<file path="src/rtl/spi_pkg.sv">
// Shared SPI master types and default sizing, also used by the receive sequencer.
package spi_pkg;

    localparam int unsigned SPI_N       = 16;
    localparam int unsigned SPI_CLK_DIV = 4;

    typedef enum logic [1:0] {
        IDLE,
        SHIFT_LOW,
        SHIFT_HIGH
    } spi_state_t;

endpackage

</file>
<file path="src/rtl/spi_half_period_timer.sv">
// Counts CLK_DIV clk cycles while enabled; tick_c marks the last cycle of each half-period.
module spi_half_period_timer
    import spi_pkg::*;
#(
    parameter int unsigned CLK_DIV = SPI_CLK_DIV
) (
    input  logic clk,
    input  logic n_reset,
    input  logic en_i,
    input  logic restart_i,
    output logic tick_c
);

    localparam int unsigned CW = $clog2(CLK_DIV + 1);
    localparam logic [CW-1:0] LAST = CW'(CLK_DIV - 1);

    logic [CW-1:0] cnt_q, cnt_d;

    assign tick_c = en_i && !restart_i && (cnt_q == LAST);

    always_comb begin
        cnt_d = cnt_q;
        if (restart_i) begin
            cnt_d = '0;
        end else if (en_i) begin
            cnt_d = (cnt_q == LAST) ? '0 : cnt_q + CW'(1);
        end
    end

    always_ff @(posedge clk or negedge n_reset) begin
        if (!n_reset) begin
            cnt_q <= '0;
        end else begin
            cnt_q <= cnt_d;
        end
    end

endmodule

</file>
<file path="src/rtl/spi_master.sv">
// Mode-0 SPI master: one full-duplex N-bit exchange per accepted spi_begin.
// Define SPI_LSB_FIRST_EN for LSB-first shifting in both directions (MSB-first otherwise).
module spi_master
    import spi_pkg::*;
#(
    parameter int unsigned N       = SPI_N,
    parameter int unsigned CLK_DIV = SPI_CLK_DIV
) (
    input  logic         clk,
    input  logic         n_reset,
    input  logic         spi_begin,
    input  logic [N-1:0] tx_data,
    input  logic         miso,
    output logic         sclk,
    output logic         mosi,
    output logic         spi_ready,
    output logic [N-1:0] rx_data,
    output logic         rx_done
);

    localparam int unsigned BW = $clog2(N + 1);

    spi_state_t    state_q, state_d;
    logic          sclk_q, sclk_d;
    logic          mosi_q, mosi_d;
    logic          ready_q, ready_d;
    logic          rx_done_q, rx_done_d;
    logic [N-1:0]  rx_data_q, rx_data_d;
    logic [N-1:0]  tx_sr_q, tx_sr_d;
    logic [N-1:0]  rx_sr_q, rx_sr_d;
    logic [BW-1:0] bit_cnt_q, bit_cnt_d;

    logic          tick_c;
    logic          first_bit_c;
    logic          next_bit_c;
    logic [N-1:0]  tx_load_c;
    logic [N-1:0]  tx_next_c;
    logic [N-1:0]  rx_next_c;

    // The first bit goes straight to mosi, so the tx register holds only the bits still to send.
`ifdef SPI_LSB_FIRST_EN
    assign first_bit_c = tx_data[0];
    assign tx_load_c   = {1'b0, tx_data[N-1:1]};
    assign next_bit_c  = tx_sr_q[0];
    assign tx_next_c   = {1'b0, tx_sr_q[N-1:1]};
    assign rx_next_c   = {miso, rx_sr_q[N-1:1]};
`else
    assign first_bit_c = tx_data[N-1];
    assign tx_load_c   = {tx_data[N-2:0], 1'b0};
    assign next_bit_c  = tx_sr_q[N-1];
    assign tx_next_c   = {tx_sr_q[N-2:0], 1'b0};
    assign rx_next_c   = {rx_sr_q[N-2:0], miso};
`endif

    spi_half_period_timer #(
        .CLK_DIV (CLK_DIV)
    ) u_timer (
        .clk       (clk),
        .n_reset   (n_reset),
        .en_i      (state_q != IDLE),
        .restart_i (state_q == IDLE),
        .tick_c    (tick_c)
    );

    always_comb begin
        state_d   = state_q;
        sclk_d    = sclk_q;
        mosi_d    = mosi_q;
        ready_d   = ready_q;
        rx_done_d = 1'b0;
        rx_data_d = rx_data_q;
        tx_sr_d   = tx_sr_q;
        rx_sr_d   = rx_sr_q;
        bit_cnt_d = bit_cnt_q;

        case (state_q)
            IDLE: begin
                if (spi_begin) begin
                    tx_sr_d   = tx_load_c;
                    rx_sr_d   = '0;
                    bit_cnt_d = BW'(N);
                    mosi_d    = first_bit_c;
                    ready_d   = 1'b0;
                    state_d   = SHIFT_LOW;
                end
            end
            SHIFT_LOW: begin
                if (tick_c) begin
                    sclk_d  = 1'b1;
                    rx_sr_d = rx_next_c;
                    state_d = SHIFT_HIGH;
                end
            end
            SHIFT_HIGH: begin
                if (tick_c) begin
                    sclk_d    = 1'b0;
                    bit_cnt_d = bit_cnt_q - BW'(1);
                    if (bit_cnt_q == BW'(1)) begin
                        rx_data_d = rx_sr_q;
                        rx_done_d = 1'b1;
                        ready_d   = 1'b1;
                        mosi_d    = 1'b0;
                        state_d   = IDLE;
                    end else begin
                        tx_sr_d = tx_next_c;
                        mosi_d  = next_bit_c;
                        state_d = SHIFT_LOW;
                    end
                end
            end
            default: begin
                state_d = IDLE;
            end
        endcase
    end

    always_ff @(posedge clk or negedge n_reset) begin
        if (!n_reset) begin
            state_q   <= IDLE;
            sclk_q    <= 1'b0;
            mosi_q    <= 1'b0;
            ready_q   <= 1'b1;
            rx_done_q <= 1'b0;
            rx_data_q <= '0;
            tx_sr_q   <= '0;
            rx_sr_q   <= '0;
            bit_cnt_q <= '0;
        end else begin
            state_q   <= state_d;
            sclk_q    <= sclk_d;
            mosi_q    <= mosi_d;
            ready_q   <= ready_d;
            rx_done_q <= rx_done_d;
            rx_data_q <= rx_data_d;
            tx_sr_q   <= tx_sr_d;
            rx_sr_q   <= rx_sr_d;
            bit_cnt_q <= bit_cnt_d;
        end
    end

    assign sclk      = sclk_q;
    assign mosi      = mosi_q;
    assign spi_ready = ready_q;
    assign rx_data   = rx_data_q;
    assign rx_done   = rx_done_q;

endmodule

</file>
<file path="config.mk">
export PLATFORM = sky130hd
export DESIGN_NAME = spi_master
export DESIGN_NICKNAME = d
export VERILOG_FILES = /design/src/rtl/spi_pkg.sv /design/src/rtl/spi_half_period_timer.sv /design/src/rtl/spi_master.sv
export SDC_FILE = /design/constraint.sdc
export NUM_CORES = 1
export LEC_CHECK = 0
export BUFFER_PORTS_ARGS = -buffer_cell sky130_fd_sc_hd__buf_2
export CAP_MARGIN = 20
export CORE_ASPECT_RATIO = 1.1
export CORE_MARGIN = 2
export CORE_UTILIZATION = 51
export DETAILED_ROUTE_END_ITERATION = 10
export GPL_TIMING_DRIVEN = 0
export PLACE_DENSITY_LB_ADDON = 0.08
export SLEW_MARGIN = 40
export SYNTH_ARGS = -nofsm -noshare
export SYNTH_HDL_FRONTEND = slang
export SYNTH_SLANG_ARGS = --single-unit
</file>
<file path="constraint.sdc">
create_clock -name clk -period 1.5 [get_ports clk]
set_input_delay 0.075 -clock clk [delete_from_list [all_inputs] [get_ports clk]]
set_output_delay 0.075 -clock clk [all_outputs]
set_load 0.01 [all_outputs]
</file>
==> impl_metrics.env, run 1 <==
export IMPL_clk_latency_ns=0.34
export IMPL_detail_route_antenna_nets=0
export IMPL_dp_hpwl_mm=3.23
export IMPL_cts_made_buffers=9
export IMPL_die_height_um=82.2
export IMPL_cp_data_arrival_time_ns=1.93
export IMPL_dpl_cell_area_sq_um=3190
export IMPL_drive_above_1_share_pct=49.2
export IMPL_die_width_um=75.1
export IMPL_initial_core_util_pct=52.8
export IMPL_hold_slack_ns=0.0902
export IMPL_ys_ff_latch=61
export IMPL_fin_cells=372
export IMPL_gp_congestion=0.681
export IMPL_critPathLaunch="bit_cnt_q[0]$_DFFE_PN0P_"
export IMPL_diodes=0
export IMPL_rsz0062_at_grt="yes"
export IMPL_rows=28
export IMPL_grt_pass1_wl_mm=8.67
export IMPL_min_period_over_period_pct=114
export IMPL_synth_async_reset_ratio_pct=100
export IMPL_synth_distinct_cells=33
export IMPL_grtUsageTotal_pct=19.5
export IMPL_wl_per_cell_um=14.7
export IMPL_maxSlewHeadroom_pct=74.9
export IMPL_skew_ns=0.0102
export IMPL_avgViaCountPerCell=4.99
export IMPL_reg2reg_depth=6
export IMPL_dp_cells=334
export IMPL_drc=0
export IMPL_required_ns=1.73
export IMPL_pwr_density_cell_nw_per_um2=1590
export IMPL_pin_count=40
export IMPL_ys_flop_type="dfrtp_1"
export IMPL_cts_root_buffer="clkbuf_8"
export IMPL_cts_clk_slew_worst_paths_ns=0.07
export IMPL_clock_sinks=61
export IMPL_hp_class="primary input to flip-flop"
export IMPL_syn_inst=219
export IMPL_fin_util_pct=69.7
export IMPL_clk_path_buf_depth=2
export IMPL_io_buffers=39
export IMPL_worst_ir_drop_vdd_uv=812
export IMPL_mappedNetlistArea_sq_um=2830
export IMPL_min_delay_start="tx_data[10]"
export IMPL_setup_ws_ns=-0.204
export IMPL_hold_depth=3
export IMPL_routed_wl_mm=5.46
export IMPL_synth_nets=242
export IMPL_fin_area_sq_um=3730
export IMPL_cts_max_level=3
export IMPL_cts_tree="done"
export IMPL_synth_edf_count=0
export IMPL_setup_viol=36
export IMPL_r2r_start="bit_cnt_q[0]$_DFFE_PN0P_"
export IMPL_status="finished, violations left"
export IMPL_yosysSeqAreaShare_pct=53.9
export IMPL_drt_first_iter_violations=78
export IMPL_r2r_end="tx_sr_q[5]$_DFFE_PN0P_"
export IMPL_maxSlewViolCount=0
export IMPL_antenna_found_initial=0
export IMPL_via_count=1855
export IMPL_violations="setup timing"
export IMPL_finalCriticalPeriod_ns=1.70
export IMPL_yosysWarnings=0
export IMPL_area_delta_synth_final_pct=31.8
export IMPL_hold_viol=0
export IMPL_path_class="flip-flop to flip-flop"
export IMPL_total_power_mw=5.95
export IMPL_tightest_slew_ns=0.377
export IMPL_grt_start_max_net_pins=35
export IMPL_path_max_fanout=5
export IMPL_finalSetupTns_ns=-4.15
export IMPL_core_sq_um=5360
export IMPL_grt_ovfl_total=0
export IMPL_syn_area_per_cell_sq_um=12.9
export IMPL_dp_slack_ns=-0.338
export IMPL_max_freq_mhz=587
export IMPL_r2r_setup_slack_ns=-0.20
export IMPL_cp_end_kind="flip-flop"
export IMPL_grt_pass1_vias=1827
export IMPL_fin_nets=315
export IMPL_holdPathEnd="tx_sr_q[11]$_DFFE_PN0P_"
export IMPL_first_pass_iters=4
export IMPL_start_kind="flip-flop"
export IMPL_leakage_nw=1.78
export IMPL_maxCapViolations=0
export IMPL_die_area_sq_um=6170
-- layout make-up --
type                       instances  area (sq um)
buffer                             8          90.1
clock buffer                      11           141
clock inverter                     5          50.0
fill                             414          1630
inverter                          22          85.1
multi-input combinational        127          1260
sequential                        61          1530
tap                               75          93.8
timing repair buffer              63           480
-- logic make-up after synthesis --
| logic type | share of synthesized area, % |
|---|---|
| multiplexers | 25.8 |
| flip-flops | 53.9 |
| AND/OR/NAND/NOR | 9.23 |
| buffers and inverters | 5.21 |
| AO/OA/AOI/OAI | 4.51 |
| adder cells (fa/ha/maj) | 1.33 |
-- worst max-delay path by stage --
stage	slack (ns)	to
final	-0.20	tx_sr_q[5]$_DFFE_PN0P_
after global routing	-0.25	rx_data[4]$_DFFE_PN0P_
after CTS	-0.16	tx_sr_q[7]$_DFFE_PN0P_
after detailed placement	-0.34	rx_data[6]$_DFFE_PN0P_
after global placement	-0.33	rx_data[4]$_DFFE_PN0P_
after floorplan	-0.14	rx_data[0]$_DFFE_PN0P_
-- synthesized netlist by cell type (all sizes together) (3+ instances only) --
cell type  count  area share, %
mux2          45             20
mux2i         16            5.7
nand2b         3           0.66
ha             3            1.3
nor2b          4           0.88
dfrtp         60             53
nand3b         4            1.1
o21ai          7            1.2
a21oi          5            1.0
buf            8            2.2
nand2         22            3.2
inv           22            2.9
-- metal layers --
layer  GRT usage (%)  wire [um]  part of all wire, %
met1            26.0       2560                   47
met2            29.1       2650                   49
met3            5.95        203                  3.7
met4            9.11         51                 0.93
met5               0          0                    0
-- registers in the layout, indices dropped and copies added, names as in the netlist --
signal and flops:
mosi 1, rx_sr_q 16, spi_ready 1, tx_sr_q 15, u_timer.cnt_q 3, bit_cnt_q 5, sclk 1, rx_done 1
state_q 2, rx_data 16
-- cell usage in the layout, fill, tap and decap left out, types with 2 or more instances in the layout --
master         count
buf_12             3
inv_1             19
o21ai_0            5
buf_8              4
mux2_4            22
buf_6             12
clkbuf_8          10
mux2_2            23
dfrtp_1           59
nand3b_1           4
nor3_1             2
nand2b_1           3
clkinv_2           4
inv_2              2
nand2_1           21
nor2b_1            4
o22ai_1            2
buf_2             39
a21oi_1            3
buf_4              8
mux2i_1           16
ha_4               3
dlygate4sd3_1      3
a21o_1             2
nor2_1             2
-- worst max-delay path: stages, from the launching register on --
cell and delay, ns:
dfrtp_2 0.43, ha_4 0.16, nor4b_4 0.12, buf_6 0.14, o21bai_4 0.24, clkbuf_16 0.21, mux2_4 0.29
-- power by group --
| group | leakage, nW | total (mW) | switching (mW) | internal (mW) |
|---|---|---|---|---|
| Combinational | 0.896 | 2.09 | 0.901 | 1.19 |
| Sequential | 0.782 | 2.44 | 0.313 | 2.12 |
| Clock | 0.103 | 1.43 | 0.628 | 0.801 |
-- repair_timing --
action / in CTS / in global routing
setup endpoints to repair: 51 / 53
resized for setup: 23 / 20
gates cloned: 0 / 1
setup buffers: 16 / 4
hold buffers: 3 / 0
hold endpoints to repair: 29 / 0
pin swaps: 5 / 5
Power figures use the tool's default switching activity.
==> run 2: changes to the inputs <==
Settings changed: BUFFER_PORTS_ARGS -buffer_cell sky130_fd_sc_hd__buf_2 to not set, CORE_UTILIZATION 51 to 59, CTS_BUF_LIST set to sky130_fd_sc_hd__clkbuf_8, DONT_BUFFER_PORTS set to 1.
==> impl_metrics.env, run 2 (same netlist as run 1, synthesis figures left out) <==
export IMPL_maxSlewHeadroom_pct=75.5
export IMPL_required_ns=1.71
export IMPL_gp_congestion=0.725
export IMPL_skew_ns=0.00893
export IMPL_fin_util_pct=75.4
export IMPL_min_period_over_period_pct=109
export IMPL_diodes=0
export IMPL_avgViaCountPerCell=5.52
export IMPL_nFillCells=300
export IMPL_drive_above_1_share_pct=41.3
export IMPL_hold_viol=61
export IMPL_worst_ir_drop_vdd_uv=1070
export IMPL_grt_start_max_net_pins=62
export IMPL_die_width_um=70.1
export IMPL_grt_pass1_vias=1835
export IMPL_status="finished, violations left"
export IMPL_first_pass_iters=4
export IMPL_clk_latency_ns=0.33
export IMPL_rsz0062_at_grt="yes"
export IMPL_cts_root_buffer="clkbuf_8"
export IMPL_path_cells="inv_2, ha_4, nor4b_4, buf_6, o21bai_4, buf_8, mux2_4"
export IMPL_cts_made_buffers=9
export IMPL_via_count=1710
export IMPL_hold_slack_ns=-0.569
export IMPL_area_delta_synth_final_pct=22.9
export IMPL_setup_viol=47
export IMPL_tightest_slew_ns=0.368
export IMPL_ctsHoldBuffers=2
export IMPL_routed_wl_mm=5.52
export IMPL_initial_core_util_pct=61.3
export IMPL_final_common_cell="dfrtp_1"
export IMPL_cp_data_arrival_time_ns=1.85
export IMPL_die_area_sq_um=5370
export IMPL_cts_clk_slew_worst_paths_ns=0.07
export IMPL_cts_max_level=3
export IMPL_reg2reg_depth=7
export IMPL_path_class="flip-flop to flip-flop"
export IMPL_grt_ovfl_total=0
export IMPL_die_height_um=76.7
export IMPL_r2r_setup_slack_ns=-0.14
export IMPL_layout_common_cells="dfrtp_1, mux2_4, inv_1, nand2_1, mux2_2"
export IMPL_cts_tree="done"
export IMPL_wl_per_cell_um=17.8
export IMPL_clk_path_buf_depth=2
export IMPL_start_kind="flip-flop"
export IMPL_grt_pass1_wl_mm=9.20
export IMPL_pin_count=40
export IMPL_maxSlewViolCount=0
export IMPL_io_buffers=0
export IMPL_violations="hold timing, setup timing"
export IMPL_r2r_end="tx_sr_q[8]$_DFFE_PN0P_"
export IMPL_detail_route_antenna_nets=0
export IMPL_setup_ws_ns=-0.141
export IMPL_leakage_nw=1.60
export IMPL_critPathMaxStageDelay_ns=0.37
export IMPL_pwr_density_cell_nw_per_um2=1690
export IMPL_grtUsageTotal_pct=22.4
export IMPL_dp_hpwl_mm=3.32
export IMPL_hp_class="primary input to async pin"
export IMPL_antenna_found_initial=0
export IMPL_drc=0
export IMPL_finalCriticalPeriod_ns=1.64
export IMPL_rows=26
export IMPL_fin_nets=273
export IMPL_r2r_start="bit_cnt_q[1]$_DFFE_PN0P_"
export IMPL_path_max_fanout=10
export IMPL_clock_sinks=61
export IMPL_maxCapViolations=0
export IMPL_dp_slack_ns=-0.310
export IMPL_cp_end_kind="flip-flop"
export IMPL_max_freq_mhz=609
export IMPL_core_sq_um=4620
export IMPL_drt_first_iter_violations=96
export IMPL_cp_slowest_cell="dfrtp_1"
run 2: how the worst max path moves through the flow:
stage	from	to	slack [ns]	cells past startpoint
2_1_floorplan	bit_cnt_q[1]$_DFFE_PN0P_	rx_data[0]$_DFFE_PN0P_	-0.14	6
5_1_grt	bit_cnt_q[1]$_DFFE_PN0P_	tx_sr_q[8]$_DFFE_PN0P_	-0.21	7
3_5_place_dp	u_timer.cnt_q[0]$_DFF_PN0_	tx_sr_q[7]$_DFFE_PN0P_	-0.31	5
4_1_cts	bit_cnt_q[0]$_DFFE_PN0P_	tx_sr_q[7]$_DFFE_PN0P_	-0.12	6
3_3_place_gp	bit_cnt_q[1]$_DFFE_PN0P_	rx_data[4]$_DFFE_PN0P_	-0.28	6
6_report	bit_cnt_q[1]$_DFFE_PN0P_	tx_sr_q[8]$_DFFE_PN0P_	-0.14	7
run 2: worst max-delay path, delay by kind of cell (launching register included):
family	cells	cell delay [ns]
multiplexers	1	0.31
AND/OR/NAND/NOR	1	0.12
adder cells (fa/ha/maj)	1	0.15
AO/OA/AOI/OAI	1	0.17
flip-flops	1	0.37
buffers and inverters	3	0.38
run 2: report_power, final:
part	internal (mW)	leakage, nW	switching (mW)
Sequential	2.12	0.784	0.355
Combinational	1.10	0.709	0.885
Clock	0.831	0.109	0.584
run 2: cell type report:
class                      count  area [sq um]  area share (%)
multi-input combinational    127          1310            37.5
sequential                    61          1530            43.9
clock inverter                 4          41.3            1.19
tap                           56          70.1            2.01
buffer                         8          92.6            2.66
clock buffer                  11           151            4.35
inverter                      22          82.6            2.37
timing repair buffer          21           210            6.04
run 2: per-stage QoR:
step,area (sq um),hold WS (ns),setup TNS [ns],cells,power (mW)
2_1_floorplan,2880,-0.221,-2.17,219,3.75
3_3_place_gp,2950,-0.219,-7.03,275,3.99
3_5_place_dp,2950,-0.219,-9.01,275,4.11
4_1_cts,3450,-0.580,-2.97,309,5.87
5_1_grt,3480,-0.581,-6.82,310,6.23
6_report,3480,-0.569,-4.00,310,5.88
run 2: per-layer routing:
metal	GRT usage, %	up-vias	wire, um
met4	8.08	0	57
met5	0	-	0
met3	6.83	6	264
li1	-	804	-
met2	37.8	35	3030
met1	27.1	865	2170
run 2: timing repair:
action | in CTS | in global routing
buffers inserted | 17 | 2
resized for setup | 28 | 12
cloned | 1 | 0
endpoints found under the hold margin | 63 | 61
setup endpoints to repair | 53 | 53
pin swaps | 7 | 4
==> run 3: changes to the inputs <==
Settings changed: PLACE_DENSITY set to 0.79, PLACE_DENSITY_LB_ADDON 0.08 to not set.
==> impl_metrics.env, run 3 (same netlist as run 1, synthesis figures left out) <==
export IMPL_status="finished, violations left"
export IMPL_violations="setup timing"
export IMPL_rsz0062_at_grt="yes"
export IMPL_finalCriticalPeriod_ns=1.67
export IMPL_drc=0
export IMPL_cp_slowest_cell="dfrtp_1"
export IMPL_layout_common_cells="dfrtp_1, mux2_2, inv_1, nand2_1, mux2_4"
export IMPL_drt_first_iter_violations=114
export IMPL_r2r_end="tx_sr_q[6]$_DFFE_PN0P_"
export IMPL_cts_clk_slew_worst_paths_ns=0.07
export IMPL_pin_count=40
export IMPL_grt_ovfl_total=0
export IMPL_path_cells="inv_2, ha_4, nor4b_4, buf_6, o21bai_4, buf_8, mux2_4"
export IMPL_dp_hpwl_mm=3.04
export IMPL_nFillCells=269
export IMPL_critPathBufInv=3
export IMPL_die_height_um=76.7
export IMPL_seq_area_sq_um=1530
export IMPL_finalSetupTns_ns=-3.83
export IMPL_cts_max_level=3
export IMPL_clock_sinks=61
export IMPL_first_pass_iters=4
export IMPL_tightest_slew_ns=0.362
export IMPL_routed_wl_mm=6.06
export IMPL_grt_start_max_net_pins=62
export IMPL_fin_util_pct=77.7
export IMPL_core_sq_um=4620
export IMPL_min_delay_start="tx_data[14]"
export IMPL_via_count=1804
export IMPL_max_freq_mhz=600
export IMPL_grtUsageTotal_pct=21.5
export IMPL_clk_latency_ns=0.35
export IMPL_critPathMaxStageDelay_ns=0.40
export IMPL_grt_pass1_vias=1854
export IMPL_cts_tree="done"
export IMPL_avgViaCountPerCell=5.57
export IMPL_start_kind="flip-flop"
export IMPL_crit_family="buffers and inverters"
export IMPL_initial_core_util_pct=61.3
export IMPL_grt_pass1_wl_mm=8.82
export IMPL_fin_cells=324
export IMPL_io_buffers=0
export IMPL_critPathLaunch="bit_cnt_q[1]$_DFFE_PN0P_"
export IMPL_path_class="flip-flop to flip-flop"
export IMPL_cp_depth=7
export IMPL_cts_made_buffers=9
export IMPL_dp_cells=275
export IMPL_gp_congestion=0.748
export IMPL_cp_data_arrival_time_ns=1.89
export IMPL_total_power_mw=6.06
export IMPL_maxSlewViolCount=0
export IMPL_detail_route_antenna_nets=0
export IMPL_final_common_cell="dfrtp_1"
export IMPL_crit_end="tx_sr_q[6]$_DFFE_PN0P_"
export IMPL_multi_input_area_sq_um=1230
export IMPL_setup_ws_ns=-0.168
export IMPL_clk_path_buf_depth=2
export IMPL_setup_viol=40
export IMPL_area_delta_synth_final_pct=26.6
export IMPL_drive_above_1_share_pct=39.2
export IMPL_min_period_over_period_pct=111
export IMPL_cp_end_kind="flip-flop"
export IMPL_reg2reg_depth=7
export IMPL_hold_viol=0
export IMPL_cts_root_buffer="clkbuf_8"
export IMPL_antenna_found_initial=0
export IMPL_required_ns=1.72
export IMPL_r2r_setup_slack_ns=-0.17
export IMPL_maxCapViolations=0
export IMPL_r2r_start="bit_cnt_q[1]$_DFFE_PN0P_"
export IMPL_worst_ir_drop_vdd_uv=1200
export IMPL_hp_class="primary input to flip-flop"
export IMPL_pwr_density_cell_nw_per_um2=1690
export IMPL_leakage_nw=1.64
export IMPL_skew_ns=0.0110
export IMPL_path_max_fanout=10
export IMPL_fin_nets=286
export IMPL_die_area_sq_um=5370
export IMPL_diodes=0
export IMPL_maxSlewHeadroom_pct=75.8
export IMPL_dp_slack_ns=-0.355
export IMPL_rows=26
export IMPL_wl_per_cell_um=18.7
export IMPL_die_width_um=70.1
## run 3: how the worst min path moves through the flow
stage	to	slack [ns]	cells past startpoint
2_1_floorplan	bit_cnt_q[0]$_DFFE_PN0P_	-0.22	0
3_3_place_gp	rx_data[5]$_DFFE_PN0P_	-0.22	0
3_5_place_dp	rx_sr_q[6]$_DFFE_PN0P_	-0.22	0
4_1_cts	tx_sr_q[15]$_DFFE_PN0P_	0.01	2
5_1_grt	tx_sr_q[7]$_DFFE_PN0P_	0.03	2
6_report	tx_sr_q[15]$_DFFE_PN0P_	0.02	2
## run 3: metal layers
metal  vias to the layer above  part of all wire, %  global-route usage (%)  routed length [um]
li1                        829                    -                       -                   -
met1                       899                   41                    25.4                2460
met2                        63                   52                    35.2                3120
met3                        13                  5.5                    7.10                 336
met4                         0                  2.3                    10.4                 140
met5                         -                    0                       0                   0
## run 3: cell type report
cell class              count  share of cell area, %
plain buffers               9                   2.72
well taps                  56                   1.95
clock inverters             4                   1.26
inverters                  22                   2.30
clock buffers              12                   4.60
repair buffers             33                   10.2
flip-flops and latches     61                   42.6
multi-input cells         127                   34.3
## run 3: metrics by stage
step | hold slack [ns] | instance area (sq um)
after CTS | 0.0106 | 3460
after detailed placement | -0.219 | 2950
after floorplan | -0.221 | 2880
after global routing | 0.0270 | 3590
after global placement | -0.219 | 2950
final | 0.0195 | 3590
## run 3: what timing repair did
| action | 4_1_cts | 5_1_grt |
|---|---|---|
| endpoints found under the setup margin | 47 | 49 |
| buffers inserted | 12 | 5 |
| endpoints found under the hold margin | 73 | 0 |
| cloned | 0 | 2 |
| hold buffers | 14 | 0 |
| pin swaps | 5 | 4 |
| gates resized for setup | 12 | 10 |
## run 3: power by group
group          internal, mW  switching, mW
Clock                 0.894          0.646
Combinational          1.13          0.898
Sequential             2.12          0.365
